[config.mk]
export PLATFORM = sky130hd
export DESIGN_NAME = bcd_time_counter
export DESIGN_NICKNAME = d
export VERILOG_FILES = /design/src/rtl/clock_pkg.sv /design/src/rtl/bcd_digit_counter.sv /design/src/rtl/bcd_time_counter.sv
export SDC_FILE = /design/constraint.sdc
export NUM_CORES = 1
export LEC_CHECK = 0
export ABC_AREA = 1
export CORE_MARGIN = 4
export CORE_UTILIZATION = 51
export CTS_BUF_LIST = sky130_fd_sc_hd__clkbuf_2
export DETAILED_ROUTE_END_ITERATION = 10
export PLACE_DENSITY = 0.76
export SYNTH_ARGS = -nofsm -noshare
export SYNTH_HDL_FRONTEND = slang
export SYNTH_SLANG_ARGS = --single-unit
[constraint.sdc]
create_clock -name clk -period 1.9 [get_ports clk]
set_input_delay 0.19 -clock clk [delete_from_list [all_inputs] [get_ports clk]]
set_output_delay 0.19 -clock clk [all_outputs]
set_load 0.05 [all_outputs]
[src/rtl/clock_pkg.sv]
// -----------------------------------------------------------------------------
// clock_pkg
// Shared types and range-check helpers for the BCD time-of-day counter.
//   bcd_t        : one BCD digit (4 bits)
//   bcd_time_t   : HH:MM:SS as six packed BCD digits, hr_hi in the MSBs
//   hour_ok()    : hour pair is valid BCD and does not exceed hour_max
//   pair_ok()    : minute/second pair is valid BCD with hi <= hi_max
//   time_ok()    : full HH:MM:SS range check
// -----------------------------------------------------------------------------
package clock_pkg;

  typedef logic [3:0] bcd_t;

  localparam bcd_t SEC_HI_MAX = 4'd5;
  localparam bcd_t MIN_HI_MAX = 4'd5;
  localparam bcd_t DIGIT_MAX  = 4'd9;

  typedef struct packed {
    bcd_t hr_hi;
    bcd_t hr_lo;
    bcd_t min_hi;
    bcd_t min_lo;
    bcd_t sec_hi;
    bcd_t sec_lo;
  } bcd_time_t;

  function automatic logic hour_ok(bcd_t hi, bcd_t lo, logic [7:0] hour_max);
    logic [7:0] value;
    value = ({4'd0, hi} * 8'd10) + {4'd0, lo};
    return (hi <= DIGIT_MAX) && (lo <= DIGIT_MAX) && (value <= hour_max);
  endfunction

  function automatic logic pair_ok(bcd_t hi, bcd_t lo, bcd_t hi_max);
    return (hi <= hi_max) && (lo <= DIGIT_MAX);
  endfunction

  function automatic logic time_ok(bcd_time_t t, logic [7:0] hour_max);
    return hour_ok(t.hr_hi, t.hr_lo, hour_max) &&
           pair_ok(t.min_hi, t.min_lo, MIN_HI_MAX) &&
           pair_ok(t.sec_hi, t.sec_lo, SEC_HI_MAX);
  endfunction

endpackage

[src/rtl/bcd_digit_counter.sv]
// -----------------------------------------------------------------------------
// bcd_digit_counter
// One mod-(max_value+1) BCD digit. Load has priority over increment.
//   clk, rst_n  : clock, async active-low reset (value clears to 0)
//   inc         : advance the digit this cycle
//   max_value   : last value before wrapping to 0
//   load        : take load_value this cycle
//   load_value  : digit to load
//   value       : registered digit
//   next_value  : value the register takes on the coming edge
//   carry_out   : inc and value == max_value (digit wraps this edge)
// -----------------------------------------------------------------------------
module bcd_digit_counter
  import clock_pkg::*;
(
  input  logic clk,
  input  logic rst_n,
  input  logic inc,
  input  bcd_t max_value,
  input  logic load,
  input  bcd_t load_value,
  output bcd_t value,
  output bcd_t next_value,
  output logic carry_out
);

  // NOTE: every combinational output gets a default first so no path through
  // the block leaves it unassigned, which would infer a latch.
  always_comb begin
    next_value = value;
    if (load) begin
      next_value = load_value;
    end else if (inc) begin
      next_value = (value == max_value) ? 4'd0 : value + 4'd1;
    end
  end

  assign carry_out = inc && (value == max_value);

  // NOTE: sequential state uses non-blocking assignment so all registers
  // sample their inputs from the same pre-edge values.
  always_ff @(posedge clk or negedge rst_n) begin
    if (!rst_n) value <= '0;
    else        value <= next_value;
  end

endmodule

[src/rtl/bcd_time_counter.sv]
// -----------------------------------------------------------------------------
// bcd_time_counter
// Free-running HH:MM:SS counter in six BCD digits, advanced by an internal
// one-second prescaler, with range-checked synchronous load.
//
// Optional feature macro: BCD_TIME_ALARM_EN (adds an HH:MM alarm).
//
// Parameters:
//   TICK_DIV  clk cycles per one-second tick (>= 2)
//   HOUR_MAX  last hour before wrap to 00 (1..23, decimal)
// Ports:
//   clk, rst_n          clock, async active-low reset
//   run                 1 = prescaler counts, 0 = frozen
//   load, ld_*          one-cycle load pulse and BCD load digits
//   sec_*/min_*/hr_*    registered time digits
//   tick                pulse on the cycle the time advances
//   day_wrap            pulse when HOUR_MAX:59:59 rolls to 00:00:00
//   load_err            pulse one cycle after a rejected load / al_set
//   al_set, al_*        (alarm build) latch alarm HH:MM
//   alarm               (alarm build) pulse with tick when time hits HH:MM:00
// -----------------------------------------------------------------------------
module bcd_time_counter
  import clock_pkg::*;
#(
  parameter int unsigned TICK_DIV = 50000000,
  parameter int unsigned HOUR_MAX = 23
) (
  input  logic       clk,
  input  logic       rst_n,
  input  logic       run,
  input  logic       load,
  input  logic [3:0] ld_sec_lo,
  input  logic [3:0] ld_sec_hi,
  input  logic [3:0] ld_min_lo,
  input  logic [3:0] ld_min_hi,
  input  logic [3:0] ld_hr_lo,
  input  logic [3:0] ld_hr_hi,
`ifdef BCD_TIME_ALARM_EN
  input  logic       al_set,
  input  logic [3:0] al_hr_lo,
  input  logic [3:0] al_hr_hi,
  input  logic [3:0] al_min_lo,
  input  logic [3:0] al_min_hi,
  output logic       alarm,
`endif
  output logic [3:0] sec_lo,
  output logic [3:0] sec_hi,
  output logic [3:0] min_lo,
  output logic [3:0] min_hi,
  output logic [3:0] hr_lo,
  output logic [3:0] hr_hi,
  output logic       tick,
  output logic       day_wrap,
  output logic       load_err
);

  localparam int unsigned    PW         = $clog2(TICK_DIV);
  localparam logic [PW-1:0]  PRESC_LAST = PW'(TICK_DIV - 1);
  localparam logic [PW-1:0]  PRESC_ONE  = PW'(1);
  localparam logic [7:0]     HOUR_MAX_B = 8'(HOUR_MAX);
  localparam bcd_t           HR_HI_LAST = 4'(HOUR_MAX / 10);
  localparam bcd_t           HR_LO_LAST = 4'(HOUR_MAX % 10);

  logic [PW-1:0] presc;
  bcd_time_t     ld_time, next_time;
  logic          load_ok, load_bad, term, adv, hr_wrap, err_any;
  logic          c_sec_lo, c_sec_hi, c_min_lo, c_min_hi, c_hr_lo, c_hr_hi;

  assign ld_time  = {ld_hr_hi, ld_hr_lo, ld_min_hi, ld_min_lo, ld_sec_hi, ld_sec_lo};
  assign load_ok  = load && time_ok(ld_time, HOUR_MAX_B);
  assign load_bad = load && !load_ok;

  // A valid load overrides a coincident terminal count; a rejected one does not.
  assign term = run && (presc == PRESC_LAST);
  assign adv  = term && !load_ok;

  // Hour rollover: the full carry chain reaches the hour pair at HOUR_MAX.
  assign hr_wrap = c_min_hi && (hr_hi == HR_HI_LAST) && (hr_lo == HR_LO_LAST);

  // NOTE: registers here are plain flops, so all of them take the async reset;
  // there is no storage array that would need to stay out of the reset tree.
  always_ff @(posedge clk or negedge rst_n) begin
    if (!rst_n) begin
      presc <= '0;
    end else if (load_ok) begin
      presc <= '0;
    end else if (run) begin
      presc <= term ? '0 : presc + PRESC_ONE;
    end
  end

  bcd_digit_counter u_sec_lo (
    .clk(clk), .rst_n(rst_n), .inc(adv), .max_value(DIGIT_MAX),
    .load(load_ok), .load_value(ld_sec_lo),
    .value(sec_lo), .next_value(next_time.sec_lo), .carry_out(c_sec_lo)
  );

  bcd_digit_counter u_sec_hi (
    .clk(clk), .rst_n(rst_n), .inc(c_sec_lo), .max_value(SEC_HI_MAX),
    .load(load_ok), .load_value(ld_sec_hi),
    .value(sec_hi), .next_value(next_time.sec_hi), .carry_out(c_sec_hi)
  );

  bcd_digit_counter u_min_lo (
    .clk(clk), .rst_n(rst_n), .inc(c_sec_hi), .max_value(DIGIT_MAX),
    .load(load_ok), .load_value(ld_min_lo),
    .value(min_lo), .next_value(next_time.min_lo), .carry_out(c_min_lo)
  );

  bcd_digit_counter u_min_hi (
    .clk(clk), .rst_n(rst_n), .inc(c_min_lo), .max_value(MIN_HI_MAX),
    .load(load_ok), .load_value(ld_min_hi),
    .value(min_hi), .next_value(next_time.min_hi), .carry_out(c_min_hi)
  );

  // On hour rollover hr_lo's limit drops to its current value so it wraps to
  // 0, and hr_hi is force-loaded with 0 instead of taking the carry.
  bcd_digit_counter u_hr_lo (
    .clk(clk), .rst_n(rst_n), .inc(c_min_hi),
    .max_value(hr_wrap ? HR_LO_LAST : DIGIT_MAX),
    .load(load_ok), .load_value(ld_hr_lo),
    .value(hr_lo), .next_value(next_time.hr_lo), .carry_out(c_hr_lo)
  );

  bcd_digit_counter u_hr_hi (
    .clk(clk), .rst_n(rst_n), .inc(c_hr_lo && !hr_wrap), .max_value(DIGIT_MAX),
    .load(load_ok || hr_wrap), .load_value(load_ok ? ld_hr_hi : 4'd0),
    .value(hr_hi), .next_value(next_time.hr_hi), .carry_out(c_hr_hi)
  );

  // hr_hi never exceeds 2, so its carry is structurally dead.
  logic unused_hr_carry;
  assign unused_hr_carry = c_hr_hi;

`ifdef BCD_TIME_ALARM_EN
  logic al_ok, al_bad, al_armed, al_hit;
  bcd_t al_hr_hi_q, al_hr_lo_q, al_min_hi_q, al_min_lo_q;

  assign al_ok  = al_set && hour_ok(al_hr_hi, al_hr_lo, HOUR_MAX_B) &&
                  pair_ok(al_min_hi, al_min_lo, MIN_HI_MAX);
  assign al_bad = al_set && !al_ok;

  // Compare against the post-update time so alarm lines up with tick.
  assign al_hit = al_armed &&
                  (next_time == {al_hr_hi_q, al_hr_lo_q, al_min_hi_q, al_min_lo_q, 8'h00});

  always_ff @(posedge clk or negedge rst_n) begin
    if (!rst_n) begin
      al_armed    <= 1'b0;
      al_hr_hi_q  <= '0;
      al_hr_lo_q  <= '0;
      al_min_hi_q <= '0;
      al_min_lo_q <= '0;
      alarm       <= 1'b0;
    end else begin
      if (al_ok) begin
        al_armed    <= 1'b1;
        al_hr_hi_q  <= al_hr_hi;
        al_hr_lo_q  <= al_hr_lo;
        al_min_hi_q <= al_min_hi;
        al_min_lo_q <= al_min_lo;
      end
      alarm <= adv && al_hit;
    end
  end

  assign err_any = load_bad || al_bad;
`else
  logic unused_next;
  assign unused_next = ^next_time;
  assign err_any     = load_bad;
`endif

  always_ff @(posedge clk or negedge rst_n) begin
    if (!rst_n) begin
      tick     <= 1'b0;
      day_wrap <= 1'b0;
      load_err <= 1'b0;
    end else begin
      tick     <= adv;
      day_wrap <= hr_wrap;
      load_err <= err_any;
    end
  end

endmodule

==> impl_results.md, run 1 <==
* Cell with the largest stage delay on the worst path: sky130_fd_sc_hd__dfrtp_1
* Clock root cell: sky130_fd_sc_hd__clkbuf_2
* CP bufs+invs at 4
* Compound-cell area share of the yosys netlist at 0.1310
* Clock Latency Late Sink at 0.52 ns
* Layout net count at 694
* Required time worst endpoint at 2.29 ns
* Final critical delay including setup and external delays at 2.431 ns
* Number of core rows at 30
* Violated checks: setup timing
* Number of enable flip-flop cells after synthesis at 0
* Max-slew headroom at the worst pin at 0.5815
* Count of final setup violators at 52
* Final GP Congestion at 0.9635
* Layout Area Growth over Synthesis at 63.09%
* Via count of the first global-routing pass at 4123
* Slack of the worst reg-to-reg path at -0.53 ns
* Run status: finished, violations left
* Clock input transition at the sequential cells of the worst setup and hold paths at 0.36 ns
* Post-Layout Inst Area at 0.005793 mm²
* Cell chain of the critical path: ha_2 > nand3_4 > buf_6 > nor2_4 > nand2_4 > buf_4 > inv_2 > nand2_2 > nor4_4 > inv_2 > o31ai_4 > nor2_1 > nor3_1
* Final total negative setup slack at -17.06 ns
* Dominant delay contributor by cell family on the critical path: simple AND/OR/NAND/NOR gates
* Clock tree buffer depth at 2
* Iter 0 DRT Violations at 563
* DIE AREA at 0.008364 mm²
* Die boundary height at 91.46 µm
* Multiplexer share of the synthesized area at 0.002818
* Number of buffers added by the clock tree synthesis step at 5
* Pin count of the biggest net entering global routing at 32
* Detailed-placement wirelength estimate at 7.814 mm
* Flop and latch count out of synthesis at 53
* Number of instances in the synthesized netlist at 467
* Transition time at the pin with the least slew margin at 0.6221 ns
* Relative contribution of combinational cells to total power at 0.434
* Critical R2R Launch: presc[0]
* Worst flop-to-flop path endpoint: u_min_lo.value[1]
* Switching fraction of total power at 0.4153
* Total leakage power at 2.792 nW
* Share of the clock period used by the worst path at 1.280
* Die Wd at 91.46 µm
* GRT Residual Overflow at 0
* Non-filler cells, final at 752
* RSZ-0062 raised after global routing: true
* Max Freq at 0.4113 GHz
* Worst hold-check slack at 0.1264 ns
* Biggest fanout along the worst timing path at 5
* Routed length per placed instance at 18.89 µm
* Total wire length at 14.20 mm
* Register share of total power at 0.387
* Commonest register cell after synthesis: sky130_fd_sc_hd__dfrtp_1
* Pre-Repair DR Iteration Count at 5
* P per Cell Area at 633.8 mW/mm²
* Asr flop ratio synth at 1.000
* Number of primary I/O pins at 55
* Number of max-cap violations at 0
* Count of synthesis-stage warnings from yosys at 0
* First-pass GRT wire length at 18.92 mm
* Layout cell share with drive strength beyond 1 at 0.3780
* Cell count after placement at 709
* Number of sinks driven by the clock tree at 53
* Delay of the slowest critical-path stage at 0.45 ns
* Kind of end point of the critical path: register
* Number of nets in the synthesized netlist at 506
* Initial antenna violation count at 0
* Dominant combinational cell family by area after synthesis: simple AND/OR/NAND/NOR gates
* Detailed-route via count at 4526
* Area of the core region at 0.006794 mm²
* Detailed-route DRC error count at 0
* Max-slew violations at 0
* Startpoint kind of the worst setup timing path: register
* Utilization after layout at 0.8527
* Largest vdd supply drop at 0.5237 mV
* Unique masters post-synth at 47
* Avg Vias per Cell at 6.019
* CTS tree: built
* Reported net switching power at 1.525 mW
* Number of hold violations in the final report at 0
* Count of cells along the worst register-to-register path at 13
* Simple-gate share of the synthesized area at 0.3258
* N_diodes at 0
* Xor-xnor portion of the synthesized cell area at 0.03945
* Count of input and output buffers at 54
* Data arrival time of the worst path at 2.83 ns
* Clock H-tree levels at 2
* Min-Delay Path Class: in -> async
* Total internal power at 2.147 mW
* Per-instance average area after synthesis at 7.606 µm²
* Critical Path Most Common Cell: sky130_fd_sc_hd__inv_2
* Initial core utilization at 0.5228
* Total of fill cells in the finished design at 309
* Post-synthesis instance area at 0.003552 mm²
* Proportion of power drawn by the clock network at 0.180
* Proportion of synthesized chip area in sequential cells at 0.3734
* Largest clock skew in the final design at 0.07047 ns
* Adder and majority cell fraction of the synthesized area at 0.04297
* CP Class: reg -> reg
* Post-layout worst setup margin at -0.5313 ns
* Overall global routing resource usage at 0.2756
* Antenna-violating nets left at 0
* Post-detailed-placement cell area at 0.004986 mm²
==> layer usage <==
layer / vias up / routed length [µm] / global-route usage
li1: 1951 / - / -
met1: 2151 / 5349 / 0.3354
met2: 331 / 6816 / 0.4772
met3: 93 / 1266 / 0.05717
met4: 0 / 771 / 0.1018
met5: - / 0 / 0
==> layout by cell type (no fill, tap or decap), types with 3 or more instances in the layout <==
master / n
sky130_fd_sc_hd__o22ai_1: 4
sky130_fd_sc_hd__xor2_1: 15
sky130_fd_sc_hd__nand3_4: 5
sky130_fd_sc_hd__o21ai_1: 11
sky130_fd_sc_hd__nand2_2: 12
sky130_fd_sc_hd__dlygate4sd2_1: 26
sky130_fd_sc_hd__o21ai_0: 15
sky130_fd_sc_hd__nor4_2: 3
sky130_fd_sc_hd__dfrtp_1: 53
sky130_fd_sc_hd__nor2_4: 12
sky130_fd_sc_hd__buf_6: 11
sky130_fd_sc_hd__nand2_4: 7
sky130_fd_sc_hd__nor4_4: 4
sky130_fd_sc_hd__a21oi_2: 3
sky130_fd_sc_hd__a21oi_1: 18
sky130_fd_sc_hd__buf_8: 5
sky130_fd_sc_hd__inv_2: 8
sky130_fd_sc_hd__inv_1: 60
sky130_fd_sc_hd__nor2_2: 3
sky130_fd_sc_hd__nor3_1: 13
sky130_fd_sc_hd__ha_1: 4
sky130_fd_sc_hd__nor3_2: 10
sky130_fd_sc_hd__inv_6: 3
sky130_fd_sc_hd__nand3_2: 7
sky130_fd_sc_hd__o21ai_2: 4
sky130_fd_sc_hd__o211ai_1: 7
sky130_fd_sc_hd__nor4_1: 4
sky130_fd_sc_hd__nand3_1: 23
sky130_fd_sc_hd__clkbuf_2: 5
sky130_fd_sc_hd__ha_4: 3
sky130_fd_sc_hd__buf_2: 3
sky130_fd_sc_hd__nor2_1: 22
sky130_fd_sc_hd__nand2_1: 87
sky130_fd_sc_hd__buf_4: 116
sky130_fd_sc_hd__nand4_1: 9
sky130_fd_sc_hd__clkdlybuf4s50_1: 21
==> sequential cells by signal, indices dropped and copies added (netlist names) <==
| name | count |
|---|---|
| day_wrap | 1 |
| tick | 1 |
| u_min_hi.value | 4 |
| u_min_lo.value | 4 |
| u_hr_hi.value | 4 |
| u_sec_lo.value | 4 |
| u_sec_hi.value | 4 |
| presc | 26 |
| load_err | 1 |
| u_hr_lo.value | 4 |
==> cells in the mapped netlist (2+ instances only) <==
library cell / n / area [µm²]
sky130_fd_sc_hd__nand2_2: 2 / 12.51
sky130_fd_sc_hd__fa_1: 2 / 40.04
sky130_fd_sc_hd__o21ai_0: 25 / 125.1
sky130_fd_sc_hd__dfrtp_1: 53 / 1326
sky130_fd_sc_hd__buf_2: 3 / 15.01
sky130_fd_sc_hd__nand4_1: 9 / 56.30
sky130_fd_sc_hd__ha_1: 9 / 112.6
sky130_fd_sc_hd__nor4_1: 10 / 62.56
sky130_fd_sc_hd__a21oi_1: 21 / 105.1
sky130_fd_sc_hd__nor2_1: 31 / 116.4
sky130_fd_sc_hd__o211ai_1: 7 / 52.55
sky130_fd_sc_hd__nand4_4: 2 / 42.54
sky130_fd_sc_hd__nor3_1: 21 / 105.1
sky130_fd_sc_hd__nand3_2: 3 / 30.03
sky130_fd_sc_hd__nand2_4: 2 / 22.52
sky130_fd_sc_hd__inv_1: 68 / 255.2
sky130_fd_sc_hd__a31oi_1: 2 / 12.51
sky130_fd_sc_hd__nor2_2: 3 / 18.77
sky130_fd_sc_hd__o21bai_1: 2 / 15.01
sky130_fd_sc_hd__o21ai_1: 6 / 30.03
sky130_fd_sc_hd__inv_2: 3 / 11.26
sky130_fd_sc_hd__nand3_1: 32 / 160.2
sky130_fd_sc_hd__xor2_1: 15 / 131.4
sky130_fd_sc_hd__o22ai_1: 6 / 37.54
sky130_fd_sc_hd__nor2_4: 3 / 33.78
sky130_fd_sc_hd__nor3_2: 4 / 40.04
sky130_fd_sc_hd__o31ai_1: 2 / 15.01
sky130_fd_sc_hd__nand2_1: 102 / 382.9
==> worst max path at each step <==
| stage | from | to | slack, ns | cells past startpoint |
|---|---|---|---|---|
| 2_1_floorplan | ld_hr_hi[1] | presc[21] | -0.52 | 20 |
| 3_3_place_gp | ld_hr_hi[1] | u_hr_hi.value[0] | -1.21 | 19 |
| 3_5_place_dp | ld_hr_hi[1] | u_hr_hi.value[0] | -1.32 | 19 |
| 4_1_cts | presc[1] | u_hr_lo.value[0] | -0.32 | 11 |
| 5_1_grt | presc[1] | u_min_lo.value[1] | -0.66 | 13 |
| 6_report | presc[0] | u_min_lo.value[1] | -0.53 | 13 |
==> metrics by stage <==
stage                     setup WS [ns]  total power [mW]
after floorplan                 -0.5156             2.125
after global placement           -1.207             2.669
after detailed placement         -1.316             2.703
after CTS                       -0.3153             3.393
after global routing            -0.6588             3.814
final                           -0.5313             3.672
==> logic make-up (layout without fill, tap and decap cells) <==
family,count (synthesis),after routing
compound gates,79,79
xor+xnor,16,16
fa+ha+maj,11,11
buf+inv,77,266
flops,53,53
mux,1,1
simple gates,230,230
==> power groups by stage <==
stage               Clock [mW]  Sequential, mW  Combinational [mW]
floorplan                    0            1.62               0.508
global placement             0            1.40                1.27
detailed placement           0            1.41                1.30
CTS                      0.639            1.39                1.36
global route             0.692            1.43                1.69
finish                   0.659            1.42                1.59
==> cell type report <==
class                           instances  area [µm²]  share of cell area
Clock buffer                            5       25.02            0.004320
Clock inverter                          3       43.79            0.007559
Inverter                               72       296.5             0.05119
Multi-Input combinational cell        337        2404              0.4149
Sequential cell                        53        1326              0.2289
Tap cell                               96       120.1             0.02073
Timing Repair Buffer                  186        1578              0.2724
==> repair_timing <==
action | 4_1_cts | 5_1_grt
hold buffers | 1 | 0
setup endpoints to repair | 76 | 54
endpoints found under the hold margin | 22 | 0
setup buffers | 15 | 22
gates resized for setup | 110 | 62
pin swaps | 27 | 33
No activity file was read; power rests on OpenSTA's default activity.
==> inputs of run 2 (changes only) <==
- SKIP_CTS_REPAIR_TIMING: not set -> 1
==> run 2 against run 1 <==
The run still ends with setup timing left. Routed wire length fell by 9.6%. Worst hold slack got worse by 0.011 ns. Total power is 2.0% lower. Critical endpoint is now presc[20]. Largest cell class unchanged.
==> impl_results.md, run 2 (synthesized netlist as in run 1, its figures left out) <==
* Run status: finished, violations left (unchanged)
* Violated checks: setup timing (unchanged)
* CP bufs+invs at 3 (was 4)
* Detailed-route DRC error count at 0 (unchanged)
* Overall power at 3.597 mW (was 3.672 mW)
* Clock Latency Late Sink at 0.50 ns (was 0.52 ns)
* Number of max-cap violations at 0 (unchanged)
* Register name with the most flops: presc (unchanged)
* Post-Layout Inst Area at 0.005758 mm² (was 0.005793 mm²)
* Biggest fanout along the worst timing path at 4 (was 5)
* GR Layer Usage met1 at 0.3311 (was 0.3354)
* Met2 GRT Util at 0.4127 (was 0.4772)
* Clock H-tree levels at 2 (unchanged)
* Detailed-route via count at 4292 (was 4526)
* Clock tree buffer depth at 2 (unchanged)
* Final total negative setup slack at -16.07 ns (was -17.06 ns)
* Initial antenna violation count at 0 (unchanged)
* Most used cells in the layout excluding fill and tap cells: sky130_fd_sc_hd__buf_4, sky130_fd_sc_hd__nand2_1, sky130_fd_sc_hd__inv_1 (unchanged)
* Critical Path Most Common Cell: sky130_fd_sc_hd__nor2_4 (was sky130_fd_sc_hd__inv_2)
* Overall global routing resource usage at 0.2459 (was 0.2756)
* Number of primary I/O pins at 55 (unchanged)
* Max FFs per register at 26 (unchanged)
* DIE AREA at 0.008364 mm² (unchanged)
* Met3 usage in global routing at 0.03563 (was 0.05717)
* Required time worst endpoint at 2.32 ns (was 2.29 ns)
* Iter 0 DRT Violations at 408 (was 563)
* Clock root cell: sky130_fd_sc_hd__clkbuf_2 (unchanged)
* Die boundary height at 91.46 µm (unchanged)
* Total wire length at 12.84 mm (was 14.20 mm)
* Count of final setup violators at 51 (was 52)
* First-pass GRT wire length at 17.06 mm (was 18.92 mm)
* Final critical delay including setup and external delays at 2.341 ns (was 2.431 ns)
* Layout cell share with drive strength beyond 1 at 0.3550 (was 0.3780)
* Number of sinks driven by the clock tree at 53 (unchanged)
* Max Freq at 0.4271 GHz (was 0.4113 GHz)
* Startpoint kind of the worst setup timing path: register (unchanged)
* GRT Residual Overflow at 0 (unchanged)
* Antenna-violating nets left at 0 (unchanged)
* Worst hold-check slack at 0.1153 ns (was 0.1264 ns)
* Total of fill cells in the finished design at 350 (was 309)
* Routed length per placed instance at 17.33 µm (was 18.89 µm)
* Min-Delay Path Class: in -> reg (was in -> async)
* RSZ-0062 raised after global routing: true (unchanged)
* Cell count after placement at 709 (unchanged)
* Dominant delay contributor by cell family on the critical path: simple AND/OR/NAND/NOR gates (unchanged)
* Non-filler cells, final at 741 (was 752)
* Number of hold violations in the final report at 0 (unchanged)
* Largest clock skew in the final design at 0.03493 ns (was 0.07047 ns)
* Total leakage power at 2.910 nW (was 2.792 nW)
* Number of buffers added by the clock tree synthesis step at 5 (unchanged)
* Most common cell after layout, fill and taps aside: sky130_fd_sc_hd__buf_4 (unchanged)
* P per Cell Area at 624.7 mW/mm² (was 633.8 mW/mm²)
* Pre-Repair DR Iteration Count at 5 (unchanged)
* Initial core utilization at 0.5228 (unchanged)
* Die Wd at 91.46 µm (unchanged)
* Max-slew violations at 0 (unchanged)
* Detailed-placement wirelength estimate at 7.814 mm (unchanged)
* Largest vdd supply drop at 0.4437 mV (was 0.5237 mV)
* CTS tree: built (unchanged)
* Post-layout worst setup margin at -0.4412 ns (was -0.5313 ns)
* Post-place setup slack at -1.316 ns (unchanged)
* Max-slew headroom at the worst pin at 0.6211 (was 0.5815)
* Layout net count at 683 (was 694)
* Transition time at the pin with the least slew margin at 0.5683 ns (was 0.6221 ns)
* Data arrival time of the worst path at 2.76 ns (was 2.83 ns)
* Number of core rows at 30 (unchanged)
* Share of the clock period used by the worst path at 1.232 (was 1.280)
* Kind of end point of the critical path: register (unchanged)
* Cell with the largest stage delay on the worst path: sky130_fd_sc_hd__dfrtp_1 (unchanged)
* Post-detailed-placement cell area at 0.004986 mm² (unchanged)
* Final GP Congestion at 0.9635 (unchanged)
* Count of input and output buffers at 54 (unchanged)
* Via count of the first global-routing pass at 3738 (was 4123)
* GRT busiest layer: met2 (unchanged)
* Clock input transition at the sequential cells of the worst setup and hold paths at 0.32 ns (was 0.36 ns)
* Layout Area Growth over Synthesis at 62.10% (was 63.09%)
* Avg Vias per Cell at 5.792 (was 6.019)
* Utilization after layout at 0.8475 (was 0.8527)
* Area of the core region at 0.006794 mm² (unchanged)
* Cell chain of the critical path: ha_4 > nand3_4 > buf_6 > nor2_4 > nand2_4 > nor3_1 > nand3_1 > nor3_2 > nand2_2 > nor2_4 > inv_1 > buf_4 > nand2_1 > a21oi_1 (was ha_2 > nand3_4 > buf_6 > nor2_4 > nand2_4 > buf_4 > inv_2 > nand2_2 > nor4_4 > inv_2 > o31ai_4 > nor2_1 > nor3_1)
* Pin count of the biggest net entering global routing at 32 (unchanged)
* N_diodes at 0 (unchanged)
* CP Class: reg -> reg (unchanged)
* Slack of the worst reg-to-reg path at -0.44 ns (was -0.53 ns)
* Delay of the slowest critical-path stage at 0.50 ns (was 0.45 ns)
## run 2: cell types whose count changed in the layout (fill, tap and decap cells not counted), moves of 3 or more
cell / before / now
sky130_fd_sc_hd__buf_4: 116 / 107
sky130_fd_sc_hd__nor3_2: 10 / 7
sky130_fd_sc_hd__nor2_2: 3 / 6
sky130_fd_sc_hd__dlygate4sd2_1: 26 / 0
sky130_fd_sc_hd__dlymetal6s2s_1: 2 / 29
sky130_fd_sc_hd__buf_6: 11 / 8
sky130_fd_sc_hd__nor3_1: 13 / 16
## run 2: layout make-up
cell class,count,area (µm²),share of cell area
clock buffers,5,25.02,0.004346
repair buffers,175,1612,0.2799
well taps,96,120.1,0.02086
inverters,72,291.5,0.05063
multi-input cells,337,2338,0.4061
clock inverters,3,43.79,0.007605
flip-flops and latches,53,1328,0.2306
## run 2: power breakdown
| group | internal, mW | switching (mW) | total (mW) |
|---|---|---|---|
| logic | 0.656 | 0.872 | 1.53 |
| registers | 1.28 | 0.149 | 1.43 |
| clock network | 0.225 | 0.418 | 0.643 |
| total | 2.16 | 1.44 | 3.60 |
## run 2: final timing paths
path / startpoint / cells past startpoint / endpoint
setup / recovery: presc[0] / 14 / presc[20]
hold / removal: ld_hr_lo[1] / 4 / u_hr_lo.value[1]
setup reg to reg: presc[0] / 14 / presc[20]
hold reg to reg: u_sec_hi.value[3] / 2 / u_sec_hi.value[3]
max in group asynchronous: rst_n / 3 / u_sec_hi.value[0]
min in group asynchronous: rst_n / 2 / u_hr_hi.value[0]
## run 2: routing by layer
layer,up-vias,wire length (µm),share of wire
met2,235,6233,0.49
met3,55,889,0.069
li1,1925,-,-
met5,-,0,0
met4,0,447,0.035
met1,2077,5268,0.41
## run 2: worst reg2reg max path, cell delays in order (launching register included)
cell,delay [ns]
sky130_fd_sc_hd__dfrtp_1,0.50
sky130_fd_sc_hd__ha_4,0.19
sky130_fd_sc_hd__nand3_4,0.10
sky130_fd_sc_hd__buf_6,0.14
sky130_fd_sc_hd__nor2_4,0.14
sky130_fd_sc_hd__nand2_4,0.09
sky130_fd_sc_hd__nor3_1,0.19
sky130_fd_sc_hd__nand3_1,0.16
sky130_fd_sc_hd__nor3_2,0.19
sky130_fd_sc_hd__nand2_2,0.12
sky130_fd_sc_hd__nor2_4,0.12
sky130_fd_sc_hd__inv_1,0.08
sky130_fd_sc_hd__buf_4,0.13
sky130_fd_sc_hd__nand2_1,0.06
sky130_fd_sc_hd__a21oi_1,0.05
